**src/rtl/acam_emu_pkg.sv**
```systemverilog
// acam_emu_pkg: shared constants and the ACAM readout word layout.
// Contents: FIFO read addresses, word bit positions, t_acam_word.
package acam_emu_pkg;

    localparam logic [3:0] c_ACAM_ADDR_FIFO1 = 4'd8;
    localparam logic [3:0] c_ACAM_ADDR_FIFO2 = 4'd9;

    localparam int c_WORD_W    = 28;
    localparam int c_CHAN_LSB  = 26;
    localparam int c_START_LSB = 18;
    localparam int c_SLOPE_BIT = 17;
    localparam int c_STOP_LSB  = 0;

    typedef struct packed {
        logic [1:0]  chan;
        logic [7:0]  start_cnt;
        logic        slope;
        logic [16:0] stop;
    } t_acam_word;

endpackage

```
**src/rtl/acam_emu_fifo.sv**
```systemverilog
// acam_emu_fifo: one emulated ACAM hit FIFO with delayed empty flag.
// Ports: clk_i/rst_n_i clock and async active-low reset; push_i/din_i write;
// pop_i read request (ignored unless an entry is visible); dout_o head word;
// ef_o empty flag (no visible entries); ovf_o push attempted while full.
module acam_emu_fifo
    import acam_emu_pkg::*;
#(
    parameter int g_fifo_depth = 16,
    parameter int g_ef_delay   = 12
) (
    input  logic                clk_i,
    input  logic                rst_n_i,
    input  logic                push_i,
    input  logic [c_WORD_W-1:0] din_i,
    input  logic                pop_i,
    output logic [c_WORD_W-1:0] dout_o,
    output logic                ef_o,
    output logic                ovf_o
);

    localparam int AW = $clog2(g_fifo_depth);
    localparam int CW = AW + 1;

    logic [c_WORD_W-1:0]   mem_q [g_fifo_depth];
    logic [AW-1:0]         wr_ptr_q, wr_ptr_d, rd_ptr_q, rd_ptr_d;
    logic [CW-1:0]         wr_cnt_q, wr_cnt_d, vis_q, vis_d;
    logic [g_ef_delay-1:0] sr_q, sr_d;
    logic                  push_ok, pop_ok;

    // Full is judged on the pre-pop count, so a simultaneous pop never rescues a push.
    assign push_ok = push_i & (wr_cnt_q != CW'(g_fifo_depth));
    assign pop_ok  = pop_i & (vis_q != '0);

    always_comb begin
        wr_ptr_d = wr_ptr_q + AW'(push_ok);
        rd_ptr_d = rd_ptr_q + AW'(pop_ok);
        wr_cnt_d = wr_cnt_q + CW'(push_ok) - CW'(pop_ok);
        // An entry becomes visible when its write strobe leaves the delay line.
        vis_d    = vis_q + CW'(sr_q[g_ef_delay-1]) - CW'(pop_ok);
        sr_d     = (sr_q << 1) | g_ef_delay'(push_ok);
    end

    always_ff @(posedge clk_i or negedge rst_n_i) begin
        if (!rst_n_i) begin
            wr_ptr_q <= '0;
            rd_ptr_q <= '0;
            wr_cnt_q <= '0;
            vis_q    <= '0;
            sr_q     <= '0;
        end else begin
            wr_ptr_q <= wr_ptr_d;
            rd_ptr_q <= rd_ptr_d;
            wr_cnt_q <= wr_cnt_d;
            vis_q    <= vis_d;
            sr_q     <= sr_d;
        end
    end

    always_ff @(posedge clk_i) begin
        if (push_ok) mem_q[wr_ptr_q] <= din_i;
    end

    assign dout_o = mem_q[rd_ptr_q];
    assign ef_o   = (vis_q == '0);
    assign ovf_o  = push_i & ~push_ok;

endmodule

```
**src/rtl/acam_emu_readout.sv**
```systemverilog
// acam_emu_readout: synthesizable emulator of the ACAM TDC-GPX readout interface.
// Ports: clk_sys_i/rst_n_i clock and async active-low reset;
// hit_valid_i/hit_ready_o/hit_channel_i/hit_ts_i/hit_start_cnt_i hit injection;
// address_i/rd_n_i ACAM read bus; data_o/data_oe_o read data and drive enable;
// ef1_o/ef2_o empty flags; err_flag_o/err_clr_i sticky overflow; underflow_o pulse.
module acam_emu_readout
    import acam_emu_pkg::*;
#(
    parameter int g_fifo_depth        = 16,
    parameter int g_channels_per_fifo = 4,
    parameter int g_num_channels      = 5,
    parameter int g_ef_delay          = 12
) (
    input  logic        clk_sys_i,
    input  logic        rst_n_i,
    input  logic        hit_valid_i,
    output logic        hit_ready_o,
    input  logic [2:0]  hit_channel_i,
    input  logic [16:0] hit_ts_i,
    input  logic [7:0]  hit_start_cnt_i,
    input  logic [3:0]  address_i,
    input  logic        rd_n_i,
    output logic [27:0] data_o,
    output logic        data_oe_o,
    output logic        ef1_o,
    output logic        ef2_o,
    output logic        err_flag_o,
    input  logic        err_clr_i,
    output logic        underflow_o
);

    logic [27:0] data_q, data_d, dout1, dout2;
    logic        data_oe_q, data_oe_d, underflow_q, underflow_d;
    logic        err_q, err_d, ready_q, rd_n_q;
    logic        in_f1, in_f2, push1, push2, fall, pop1, pop2;
    logic        ef1, ef2, ovf1, ovf2;
    logic [3:0]  ch_ext;
    t_acam_word  word;

    // Widened so that g_num_channels = 8 still compares correctly.
    assign ch_ext = {1'b0, hit_channel_i};
    assign in_f1  = ch_ext < 4'(g_channels_per_fifo);
    assign in_f2  = !in_f1 && (ch_ext < 4'(g_num_channels));
    assign push1  = hit_valid_i & ready_q & in_f1;
    assign push2  = hit_valid_i & ready_q & in_f2;

    assign word = '{
        chan:      in_f1 ? hit_channel_i[1:0] : 2'(hit_channel_i - 3'(g_channels_per_fifo)),
        start_cnt: hit_start_cnt_i,
        slope:     1'b1,
        stop:      hit_ts_i
    };

    assign fall = rd_n_q & ~rd_n_i;
    assign pop1 = fall & (address_i == c_ACAM_ADDR_FIFO1);
    assign pop2 = fall & (address_i == c_ACAM_ADDR_FIFO2);

    acam_emu_fifo #(.g_fifo_depth(g_fifo_depth), .g_ef_delay(g_ef_delay)) u_fifo1 (
        .clk_i(clk_sys_i), .rst_n_i(rst_n_i), .push_i(push1), .din_i(word),
        .pop_i(pop1), .dout_o(dout1), .ef_o(ef1), .ovf_o(ovf1)
    );

    acam_emu_fifo #(.g_fifo_depth(g_fifo_depth), .g_ef_delay(g_ef_delay)) u_fifo2 (
        .clk_i(clk_sys_i), .rst_n_i(rst_n_i), .push_i(push2), .din_i(word),
        .pop_i(pop2), .dout_o(dout2), .ef_o(ef2), .ovf_o(ovf2)
    );

    always_comb begin
        data_d      = !fall ? data_q : (pop1 & ~ef1) ? dout1 : (pop2 & ~ef2) ? dout2 : '0;
        data_oe_d   = fall | (data_oe_q & ~rd_n_i);
        underflow_d = (pop1 & ef1) | (pop2 & ef2);
        // A new overflow wins over a simultaneous clear.
        err_d       = ovf1 | ovf2 | (err_q & ~err_clr_i);
    end

    always_ff @(posedge clk_sys_i or negedge rst_n_i) begin
        if (!rst_n_i) begin
            data_q      <= '0;
            data_oe_q   <= 1'b0;
            underflow_q <= 1'b0;
            err_q       <= 1'b0;
            ready_q     <= 1'b0;
            rd_n_q      <= 1'b1;
        end else begin
            data_q      <= data_d;
            data_oe_q   <= data_oe_d;
            underflow_q <= underflow_d;
            err_q       <= err_d;
            ready_q     <= 1'b1;
            rd_n_q      <= rd_n_i;
        end
    end

    assign hit_ready_o = ready_q;
    assign data_o      = data_q;
    assign data_oe_o   = data_oe_q;
    assign ef1_o       = ef1;
    assign ef2_o       = ef2;
    assign err_flag_o  = err_q;
    assign underflow_o = underflow_q;

endmodule

```
**config.mk**
```make
export PLATFORM = sky130hd
export DESIGN_NAME = acam_emu_readout
export DESIGN_NICKNAME = d
export VERILOG_FILES = /design/src/rtl/acam_emu_pkg.sv /design/src/rtl/acam_emu_fifo.sv /design/src/rtl/acam_emu_readout.sv
export SDC_FILE = /design/constraint.sdc
export NUM_CORES = 1
export LEC_CHECK = 0
export BUFFER_PORTS_ARGS = -buffer_cell sky130_fd_sc_hd__buf_2
export CELL_PAD_IN_SITES_DETAIL_PLACEMENT = 1
export CELL_PAD_IN_SITES_GLOBAL_PLACEMENT = 1
export CORE_UTILIZATION = 50
export CTS_CLUSTER_DIAMETER = 30
export CTS_CLUSTER_SIZE = 24
export DETAILED_ROUTE_END_ITERATION = 10
export PLACE_DENSITY_LB_ADDON = 0.08
export SYNTH_ARGS = -nofsm -noshare
export SYNTH_HDL_FRONTEND = slang
export SYNTH_SLANG_ARGS = --single-unit
```
**constraint.sdc**
```tcl
create_clock -name clk_sys_i -period 3.9 [get_ports clk_sys_i]
set_input_delay 0.39 -clock clk_sys_i [delete_from_list [all_inputs] [get_ports clk_sys_i]]
set_output_delay 0.39 -clock clk_sys_i [all_outputs]
set_load 0.02 [all_outputs]
```
## After elaboration in Yosys (flattened, before gate mapping)

Memory sizes are Yosys's and may differ from the RTL's.
Index checks and enable logic that the tools add are counted.

- Flip-flop bits (word level): 93
- Latch bits: 0
- Bits in writable memories: 864
- Bits in read-only memories: 0
- Input port bits: 37
- Output and inout bits: 34
- Word-level logic and storage cells: 80
- Memories kept: 2

- $add $sub $neg: 13
- Multipliers: 0
- Div/mod/pow operators: 0
- Order comparisons: 2
- Equal/unequal tests: 4
- Shift operators: 0
- Mux-type cells: 7
- Bitwise gates (word level): 30
- Reductions and logical operators: 6

Memory list:

| name | depth | width | rd ports | clocked after memory_dff | write ports | RTL line | RTL |
|---|---|---|---|---|---|---|---|
| u_fifo1.mem_q | 16 | 27 | 1 | 0 | 1 | acam_emu_fifo.sv:24 | `logic [c_WORD_W-1:0] mem_q [g_fifo_depth];` |
| u_fifo2.mem_q | 16 | 27 | 1 | 0 | 1 | acam_emu_fifo.sv:24 |  |

Operator list:

| operator | count |
|---|---|
| 2-to-1 mux 28 bit | 2 |
| OR 12 x 1 -> 12 bit | 2 |
| adder 5 x 1 -> 5 bit | 4 |
| subtractor 5 x 1 -> 5 bit | 4 |
| AND 1 bit | 18 |
| adder 4 x 1 -> 4 bit | 4 |
| logical NOT 5 bit | 2 |
| inequality test 5 bit, second input constant | 2 |
| nonzero test 5 bit | 2 |
| equality test 4 bit, second input constant | 2 |
| < comparator 3 bit, second input constant | 2 |
| inverter 1 bit | 6 |
| 2-to-1 mux 1 bit | 4 |
| OR 1 bit | 4 |
| 2-to-1 mux 2 bit | 1 |
| subtractor 2 x 1 -> 2 bit, second input constant | 1 |
| logical AND 1 bit | 1 |
| logical NOT 1 bit | 1 |

## Depth between registers and ports, before layout

Gate-level depths: netlist of run 1.

- Word-level depth: 9
- Depth in mapped cells: 15
- Gate-level depth less buffers: 15

## Cells and area by module

Synthesis of run 1 repeated with hierarchy kept, for this count alone.

- Cell total of the unflattened synthesis: 1957
- Area total of the unflattened synthesis: 38411.8 µm²

By module, submodules not included:

| module | instances | cells each | area an instance (µm²) | seq. area each (µm²) |
|---|---|---|---|---|
| acam_emu_fifo (u_fifo1) | 1 | 920 | 18448.9 | 14203.6 |
| acam_emu_fifo (u_fifo2) | 1 | 920 | 18447.7 | 14203.6 |
| acam_emu_readout | 1 | 117 | 1515.2 | 827.0 |

## Worst setup path before layout of run 1

Ideal clock, no wire load.

- Kind: reg-to-reg
- Start: register u_fifo1.wr_cnt_q[2]
- End: memory u_fifo1.mem_q[0][0] (netlist bit) (enable)
- Library setup time: 0.445 ns
- Data arrival time: 3.529 ns
- Data required time: 3.455 ns
- Setup slack: -0.074 ns
- Cell stages (with the launch flop): 8
- Path buffers: 0
- Clock period less this slack: 3.974 ns
- Cell sequence: dfrtp_1 -> inv_1 -> ha_1 -> nand2_1 -> nor3_1 -> nor3_1 -> or3b_2 -> nor3_1

- Longest elaborated chain between the ends: 4

Ends and longest elaborated chain:

| element | RTL line | RTL |
|---|---|---|
| start, declared | acam_emu_fifo.sv:26 | `logic [CW-1:0] wr_cnt_q, wr_cnt_d, vis_q, vis_d;` |
| start signal, assigned | acam_emu_fifo.sv:53 | `wr_cnt_q <= wr_cnt_d;` |
| inequality test 5 bit | acam_emu_fifo.sv:31 | `assign push_ok = push_i & (wr_cnt_q != CW'(g_fifo_depth));` |
| AND 1 bit | acam_emu_fifo.sv:31 |  |
| named net u_fifo1.push_ok | acam_emu_fifo.sv:28 | `logic push_ok, pop_ok;` |
| 2-to-1 mux 1 bit | acam_emu_fifo.sv:60 | `if (push_ok) mem_q[wr_ptr_q] <= din_i;` |
| 2-to-1 mux 1 bit (not written as such) | acam_emu_fifo.sv:60 |  |
| end, declared | acam_emu_fifo.sv:24 |  |

The timed path passes the listed nets, and every way through them passes these cells.

## Final worst setup path of run 1

- Start: register u_fifo2.vis_q[3]
- End: register u_fifo2.wr_cnt_q[4]

- Longest elaborated chain between the ends: 3

Ends and longest elaborated chain:

| element | RTL line | RTL |
|---|---|---|
| start, declared | acam_emu_fifo.sv:26 |  |
| start signal, assigned | acam_emu_fifo.sv:54 | `vis_q <= vis_d;` |
| nonzero test 5 bit | acam_emu_fifo.sv:32 | `assign pop_ok = pop_i & (vis_q != '0);` |
| AND 1 bit | acam_emu_fifo.sv:32 |  |
| subtractor 5 x 1 -> 5 bit | acam_emu_fifo.sv:37 | `wr_cnt_d = wr_cnt_q + CW'(push_ok) - CW'(pop_ok);` |
| named net u_fifo2.wr_cnt_d[4] | acam_emu_fifo.sv:26 |  |
| end signal, assigned | acam_emu_fifo.sv:53 |  |
| end, declared | acam_emu_fifo.sv:26 |  |

The timed path passes the listed nets, and every way through them passes these cells.
A chain may end at the register's enable or synchronous reset.

==> results of run 1 <==
==> stage by stage <==
step / hold WS, ns / worst slack, ns / power (mW) / utilization / instance area, um^2
6_report: 0.0944 / 0.728 / 32.0 / 0.622 / 44700
5_1_grt: 0.155 / 0.345 / 33.1 / 0.622 / 44700
4_1_cts: 0.0646 / 0.674 / 32.3 / 0.622 / 44700
3_5_place_dp: 0.337 / 0.539 / 17.1 / 0.537 / 38600
3_3_place_gp: 0.333 / 0.663 / 16.9 / 0.537 / 38600
2_1_floorplan: 0.0944 / 0.149 / 15.6 / - / 36600
==> final timing paths <==
kind / slack (ns) / cells after the start / to / startpoint
min in group asynchronous: 0.31 / 2 / u_fifo1.wr_ptr_q[3] / rst_n_i
min reg2reg: 0.34 / 0 / u_fifo2.sr_q[11] / u_fifo2.sr_q[10]
min: 0.09 / 5 / err_flag_o / hit_valid_i
max: 0.73 / 15 / u_fifo2.wr_cnt_q[4] / u_fifo2.vis_q[3]
max reg2reg: 0.73 / 15 / u_fifo2.wr_cnt_q[4] / u_fifo2.vis_q[3]
max in group asynchronous: 2.68 / 3 / u_fifo2.rd_ptr_q[2] / rst_n_i
==> synth_stat cells, drive strengths merged, types with 7 or more instances <==
library cell	instances	area (um^2)
nand2	67	251
xnor2	15	131
dfrtp	92	2300
nand3	8	40.0
nor3	12	65.1
a22oi	73	548
nor2b	8	52.6
ha	32	400
xor2	9	78.8
o211ai	23	173
nor2	39	146
buf	53	320
clkbuf	30	113
mux2	33	372
mux4	208	4720
nand2b	7	43.8
edfxtp	864	25900
mux2i	35	350
inv	36	135
a21oi	11	55.1
==> registers in the layout, indices dropped and copies added (netlist names), 4 cells and up <==
name / cells
u_fifo1.sr_q: 12
u_fifo2.wr_cnt_q: 5
u_fifo1.wr_ptr_q: 4
u_fifo1.rd_ptr_q: 4
u_fifo2.rd_ptr_q: 4
u_fifo1.mem_q: 432
data_o: 28
u_fifo1.vis_q: 5
u_fifo2.mem_q: 432
u_fifo2.wr_ptr_q: 4
u_fifo2.vis_q: 5
u_fifo2.sr_q: 12
u_fifo1.wr_cnt_q: 5
==> final cells by class <==
cell class / count / area (um^2) / area share
sequential: 957 / 28300 / 0.632
multi-input combinational: 623 / 8040 / 0.180
clock buffer: 204 / 4620 / 0.103
clock inverter: 122 / 1400 / 0.0314
tap: 950 / 1190 / 0.0266
timing repair buffer: 136 / 1050 / 0.0236
inverter: 36 / 135 / 0.00302
==> power groups by stage <==
| stage | logic (mW) | clock network [mW] | registers [mW] |
|---|---|---|---|
| after floorplan | 3.66 | 0 | 11.9 |
| after global placement | 4.64 | 0 | 12.3 |
| after detailed placement | 4.74 | 0 | 12.3 |
| after CTS | 4.79 | 15.4 | 12.2 |
| after global routing | 5.07 | 15.8 | 12.2 |
| final | 4.69 | 15.1 | 12.1 |
==> worst reg2reg max path: stages, from the launching register on <==
cell,delay [ns]
sky130_fd_sc_hd__dfrtp_1,0.38
sky130_fd_sc_hd__inv_1,0.09
sky130_fd_sc_hd__ha_1,0.14
sky130_fd_sc_hd__nor4b_1,0.48
sky130_fd_sc_hd__nand4b_1,0.38
sky130_fd_sc_hd__inv_1,0.16
sky130_fd_sc_hd__ha_1,0.31
sky130_fd_sc_hd__inv_1,0.06
sky130_fd_sc_hd__ha_1,0.17
sky130_fd_sc_hd__inv_1,0.06
sky130_fd_sc_hd__fa_1,0.43
sky130_fd_sc_hd__inv_1,0.07
sky130_fd_sc_hd__a21oi_1,0.06
sky130_fd_sc_hd__nor2_1,0.09
sky130_fd_sc_hd__nor2_1,0.06
sky130_fd_sc_hd__xnor2_1,0.12
==> routing by layer <==
layer,vias up,GRT usage
met3,154,0.0447
met4,0,0.0816
met5,-,0
li1,7527,-
met2,616,0.402
met1,9560,0.340
==> kinds of logic (layout without fill, tap and decap cells) <==
family          Yosys count  count (layout)  synth area share
compound gates          128             128            0.0253
xor+xnor                 24              24           0.00574
fa+ha+maj                36              36            0.0131
buf+inv                 119             498            0.0155
flops                   957             957             0.772
mux                     276             276             0.149
other cells               1               1          0.000102
simple gates            158             158            0.0199
==> what timing repair did <==
item,in CTS,in global routing
endpoints found under the hold margin,63,0
hold buffers,7,0
buffers inserted,0,0
==> flow_summary.rst, run 1 <==
.. list-table::
   :header-rows: 1

   * - Metric
     - Value
   * - Run status
     - complete, no violations
   * - Hold violation count in the final report
     - 0
   * - Part of the cycle the worst path needs
     - 0.813
   * - Static leakage power
     - 15.1 nW
   * - #FFs+latches synth
     - 957
   * - Placed insts
     - 2695
   * - Worst skew pair latency
     - 0.73 ns
   * - Die height
     - 273 um
   * - Port Buf Inserts
     - 70
   * - Synthesized netlist net count
     - 1772
   * - Maximum fanout count along the critical path
     - 6
   * - Max-Slew Margin vs Limit
     - 0.415
   * - Share of synthesized area occupied by flip-flops and latches
     - 0.772
   * - Iteration-0 DRC Markers
     - 1466
   * - DRC
     - 0
   * - Effective utilization at floorplan
     - 0.509
   * - Max-slew violation total from the final report
     - 0
   * - Crit-path leading delay family
     - adder cells
   * - Largest net degree at the start of global routing
     - 62
   * - Total number of yosys warnings
     - 0
   * - Arrival time at the worst endpoint
     - 3.78 ns
   * - Layout overhead on the synthesized area
     - 22.1%
   * - Global router's overall resource usage
     - 0.247
   * - Top flip-flop cell by instance count after synthesis
     - sky130_fd_sc_hd__edfxtp_1
   * - Final RePlAce weighted congestion
     - 0.758
   * - Average wire per standard cell
     - 29.4 um
   * - Std-Cell Core Area
     - 0.0720 mm^2
   * - Pwr per Cell Area
     - 715 mW/mm^2
   * - Met2 routed WL
     - 44500 um
   * - Net total in the final layout
     - 2001
   * - Part of the total power dissipated in the clock network
     - 0.474
   * - Count of flip-flops with a built-in enable after synthesis
     - 864
   * - Count of clock tree sinks
     - 957
   * - Total net switching power
     - 8.08 mW
   * - CTS clk-pin slew, worst paths
     - 0.05 ns
   * - Rows
     - 98
   * - Final Non-Filler Cells
     - 3028
   * - Final-layout setup total negative slack
     - 0 ns
   * - Highest-count cells in the layout ignoring fill and taps
     - sky130_fd_sc_hd__edfxtp_1, sky130_fd_sc_hd__mux4_2, sky130_fd_sc_hd__clkbuf_16
   * - Clock tree root buffer cell
     - sky130_fd_sc_hd__clkbuf_16
   * - Achievable frequency
     - 0.315 GHz
   * - Setup Skew
     - 0.0348 ns
   * - Residual antenna-violating net count after detailed routing
     - 0
   * - Via-to-Cell Ratio
     - 5.90
   * - Total standard cell area after synthesis
     - 0.0366 mm^2
   * - Most common cell on crit path
     - sky130_fd_sc_hd__inv_1
   * - Number of max-capacitance violations reported
     - 0
   * - Unrepaired setup endpoints after global routing
     - no
   * - Number of distinct library cells after synthesis
     - 52
   * - Most frequent standard cell in the layout excluding fill and tap cells
     - sky130_fd_sc_hd__edfxtp_1
   * - Count of mapped cells out of synthesis
     - 1699
   * - TritonCTS clock tree
     - done
   * - Floorplan die width
     - 273 um
   * - CP endpoint kind
     - flip-flop
   * - Mean instance size in the synthesized netlist
     - 21.6 um^2
   * - Post-CTS sizing
     - 0
   * - # IOs
     - 71
   * - Floorplan die area
     - 0.0744 mm^2
   * - Number of buffers on the longest clock path
     - 3
   * - Worst-case vdd ir drop
     - 0.000528 V
   * - Data required time of the worst path
     - 4.51 ns
   * - FFs w/ async S/R, synth
     - 0.0972
   * - Slowest stage delay, CP
     - 0.48 ns
   * - Total global routing overflow
     - 0
   * - Uppermost routed layer
     - met4
   * - Final Critical Period
     - 3.17 ns
   * - Crit-path slowest cell
     - sky130_fd_sc_hd__nor4b_1
   * - Number of buffer and inverter stages on the critical path
     - 5
   * - Total length of routed wires
     - 89000 um
   * - Startpoint type of the worst setup path
     - flip-flop
   * - Worst-margin pin slew
     - 0.877 ns
   * - Path type of the worst setup path
     - flip-flop to flip-flop
   * - Post-detail-place hpwl
     - 50500 um
   * - Internal Power
     - 23.9 mW
   * - Final-layout fill cell count
     - 5821
   * - Global-route wire length before repair
     - 132000 um
   * - Worst min path class
     - primary input to flip-flop
   * - Sw Share
     - 0.253
   * - Fraction of layout cells with a size suffix above 1
     - 0.331
   * - Number of CTS-inserted buffers
     - 174
   * - Initial DRT Pass Iterations
     - 5
   * - Vias in the first global route
     - 19.5k
   * - Detailed-route via count
     - 17.9k
   * - Metal-1 WL
     - 37900 um
   * - WL met3
     - 4730 um
   * - Antenna Cells
     - 0
   * - Max H-tree Level
     - 4
   * - Sequential power share
     - 0.380
   * - Logic pwr share
     - 0.147
   * - Number of failing setup endpoints in the final timing report
     - 0
   * - Antenna violations before repair
     - 2
   * - Worst-path cell chain
     - inv_1 > ha_1 > nor4b_1 > nand4b_1 > inv_1 > ha_1 > inv_1 > ha_1 > inv_1 > fa_1 > inv_1 > a21oi_1 > nor2_1 > nor2_1 > xnor2_1
Power figures use the tool's default switching activity.
==> run 2: changes to the inputs <==
CORE_UTILIZATION = 55   (was 50)
clock period = 3.25 ns   (was 3.9 ns; I/O delays follow)
==> run 2 against run 1 <==
  * Sequential power rose by 20%
  * Clock power rose by 17%
  * Critical path depth fell by 2
  * Total power rose by 19%
  * Via count rose by 1.4%
  * Largest cell class unchanged
  * Count of clock-buffer cells in the layout fell by 16
  * Fmax rose by 11%
==> flow_summary.rst, run 2 (synthesis gave the netlist of run 1 again) <==
.. list-table::
   :header-rows: 1

   * - Metric
     - Value
   * - Run status
     - complete, no violations
   * - Path type of the worst setup path
     - flip-flop to flip-flop
   * - Worst-case vdd ir drop
     - 0.000846 V
   * - Initial DRT Pass Iterations
     - 5
   * - Post-detail-place hpwl
     - 48400 um
   * - Total global routing overflow
     - 0
   * - Worst R2R Setup Slack
     - 0.40 ns
   * - # IOs
     - 71
   * - Worst Hold Margin
     - 0.0734 ns
   * - Final Instance Area
     - 0.0447 mm^2
   * - Worst-margin pin slew
     - 0.935 ns
   * - Max-Slew Margin vs Limit
     - 0.377
   * - Iteration-0 DRC Markers
     - 1527
   * - Final Critical Period
     - 2.85 ns
   * - R2R depth
     - 13
   * - CP endpoint kind
     - flip-flop
   * - Logic pwr share
     - 0.152
   * - Residual antenna-violating net count after detailed routing
     - 0
   * - Count of clock tree sinks
     - 957
   * - Post-layout total power
     - 37.9 mW
   * - Max-slew violation total from the final report
     - 0
   * - Die height
     - 260 um
   * - Average wire per standard cell
     - 29.9 um
   * - Unrepaired setup endpoints after global routing
     - no
   * - Antenna violations before repair
     - 1
   * - Rows
     - 94
   * - CTS clk-pin slew, worst paths
     - 0.05 ns
   * - Net total in the final layout
     - 2004
   * - Static leakage power
     - 15.0 nW
   * - Pwr per Cell Area
     - 848 mW/mm^2
   * - Sequential power share
     - 0.382
   * - Startpoint type of the worst setup path
     - flip-flop
   * - Worst skew pair latency
     - 0.74 ns
   * - Total length of routed wires
     - 87900 um
   * - Part of the cycle the worst path needs
     - 0.878
   * - Global-route wire length before repair
     - 130000 um
   * - Number of max-capacitance violations reported
     - 0
   * - Fraction of layout cells with a size suffix above 1
     - 0.330
   * - Internal Power
     - 28.4 mW
   * - Number of failing setup endpoints in the final timing report
     - 0
   * - Number of setup buffers added after CTS
     - 0
   * - Via-to-Cell Ratio
     - 6.15
   * - Global router's overall resource usage
     - 0.271
   * - Sw Share
     - 0.252
   * - Total net switching power
     - 9.54 mW
   * - Max H-tree Level
     - 4
   * - Std-Cell Core Area
     - 0.0659 mm^2
   * - Port Buf Inserts
     - 70
   * - Post-placement cell area
     - 0.0389 mm^2
   * - Effective utilization at floorplan
     - 0.556
   * - Worst min path class
     - primary input to flip-flop
   * - Floorplan die width
     - 260 um
   * - Part of the total power dissipated in the clock network
     - 0.466
   * - Most frequent standard cell in the layout excluding fill and tap cells
     - sky130_fd_sc_hd__edfxtp_1
   * - Floorplan die area
     - 0.0676 mm^2
   * - Arrival time at the worst endpoint
     - 3.49 ns
   * - Hold violation count in the final report
     - 0
   * - Layout overhead on the synthesized area
     - 22.1%
   * - Number of CTS-inserted buffers
     - 167
   * - Detailed-route via count
     - 18.1k
   * - Maximum fanout count along the critical path
     - 4
   * - Worst hold stages
     - 3
   * - DRC
     - 0
   * - Number of buffers on the longest clock path
     - 3
   * - Final RePlAce weighted congestion
     - 0.771
   * - Highest-count cells in the layout ignoring fill and taps
     - sky130_fd_sc_hd__edfxtp_1, sky130_fd_sc_hd__mux4_2, sky130_fd_sc_hd__clkbuf_16
   * - Achievable frequency
     - 0.351 GHz
   * - Clock tree root buffer cell
     - sky130_fd_sc_hd__clkbuf_16
   * - TritonCTS clock tree
     - done
   * - Largest net degree at the start of global routing
     - 64
   * - Setup Skew
     - 0.0211 ns
   * - Data required time of the worst path
     - 3.89 ns
   * - Vias in the first global route
     - 19.8k
==> run 2: worst paths after layout <==
| path | start | end |
|---|---|---|
| worst max-delay path | u_fifo2.vis_q[2] | u_fifo2.vis_q[4] |
| max in group asynchronous | rst_n_i | u_fifo1.rd_ptr_q[1] |
| min in group asynchronous | rst_n_i | u_fifo2.vis_q[2] |
| worst min register to register | u_fifo2.sr_q[2] | u_fifo2.sr_q[3] |
| worst min-delay path | hit_channel_i[1] | err_flag_o |
| worst max register to register | u_fifo2.vis_q[2] | u_fifo2.vis_q[4] |
==> run 2: repair_timing <==
item,4_1_cts,5_1_grt
hold endpoints to repair,65,0
gates resized for setup,0,1
hold buffers,8,0
endpoints found under the setup margin,0,2
==> run 2: stage by stage <==
stage,util,setup TNS [ns],cells,worst slack (ns)
2_1_floorplan,-,-1.85,1699,-0.0334
3_3_place_gp,0.590,0,2618,0.434
3_5_place_dp,0.590,0,2618,0.274
4_1_cts,0.679,0,2940,0.200
5_1_grt,0.679,0,2940,0.105
6_report,0.679,0,2942,0.397
==> run 2: layout make-up <==
type | count | area (um^2)
Fill cell | 5196 | 21100
Sequential cell | 957 | 28300
Clock inverter | 126 | 1460
Multi-Input combinational cell | 623 | 8080
Clock buffer | 188 | 4300
Tap cell | 864 | 1080
Antenna cell | 2 | 5.00
Timing Repair Buffer | 146 | 1370
Inverter | 36 | 135
==> run 2: critical path: stages, from the launching register on <==
cell	delay (ns)
sky130_fd_sc_hd__dfrtp_1	0.38
sky130_fd_sc_hd__inv_1	0.10
sky130_fd_sc_hd__ha_1	0.17
sky130_fd_sc_hd__nor4b_2	0.34
sky130_fd_sc_hd__nand4b_1	0.20
sky130_fd_sc_hd__inv_1	0.12
sky130_fd_sc_hd__ha_1	0.30
sky130_fd_sc_hd__inv_1	0.04
sky130_fd_sc_hd__ha_1	0.21
sky130_fd_sc_hd__fa_1	0.44
sky130_fd_sc_hd__a21oi_1	0.16
sky130_fd_sc_hd__nor2_1	0.05
sky130_fd_sc_hd__nor2_1	0.11
sky130_fd_sc_hd__xnor2_1	0.13
==> run 2: power by group through the flow <==
stage          Clock [mW]  Sequential [mW]  Combinational (mW)
6_report             17.7             14.5                5.78
5_1_grt              18.4             14.5                6.24
4_1_cts              17.9             14.5                5.87
3_5_place_dp            0             14.7                5.78
3_3_place_gp            0             14.7                5.62
2_1_floorplan           0             14.3                4.40
==> run 2: per-layer routing <==
metal / vias to the layer above / share of wire / GRT usage
li1: 7547 / - / -
met1: 9745 / 0.41 / 0.370
met2: 666 / 0.50 / 0.444
met3: 149 / 0.062 / 0.0571
met4: 0 / 0.020 / 0.0815
met5: - / 0 / 0
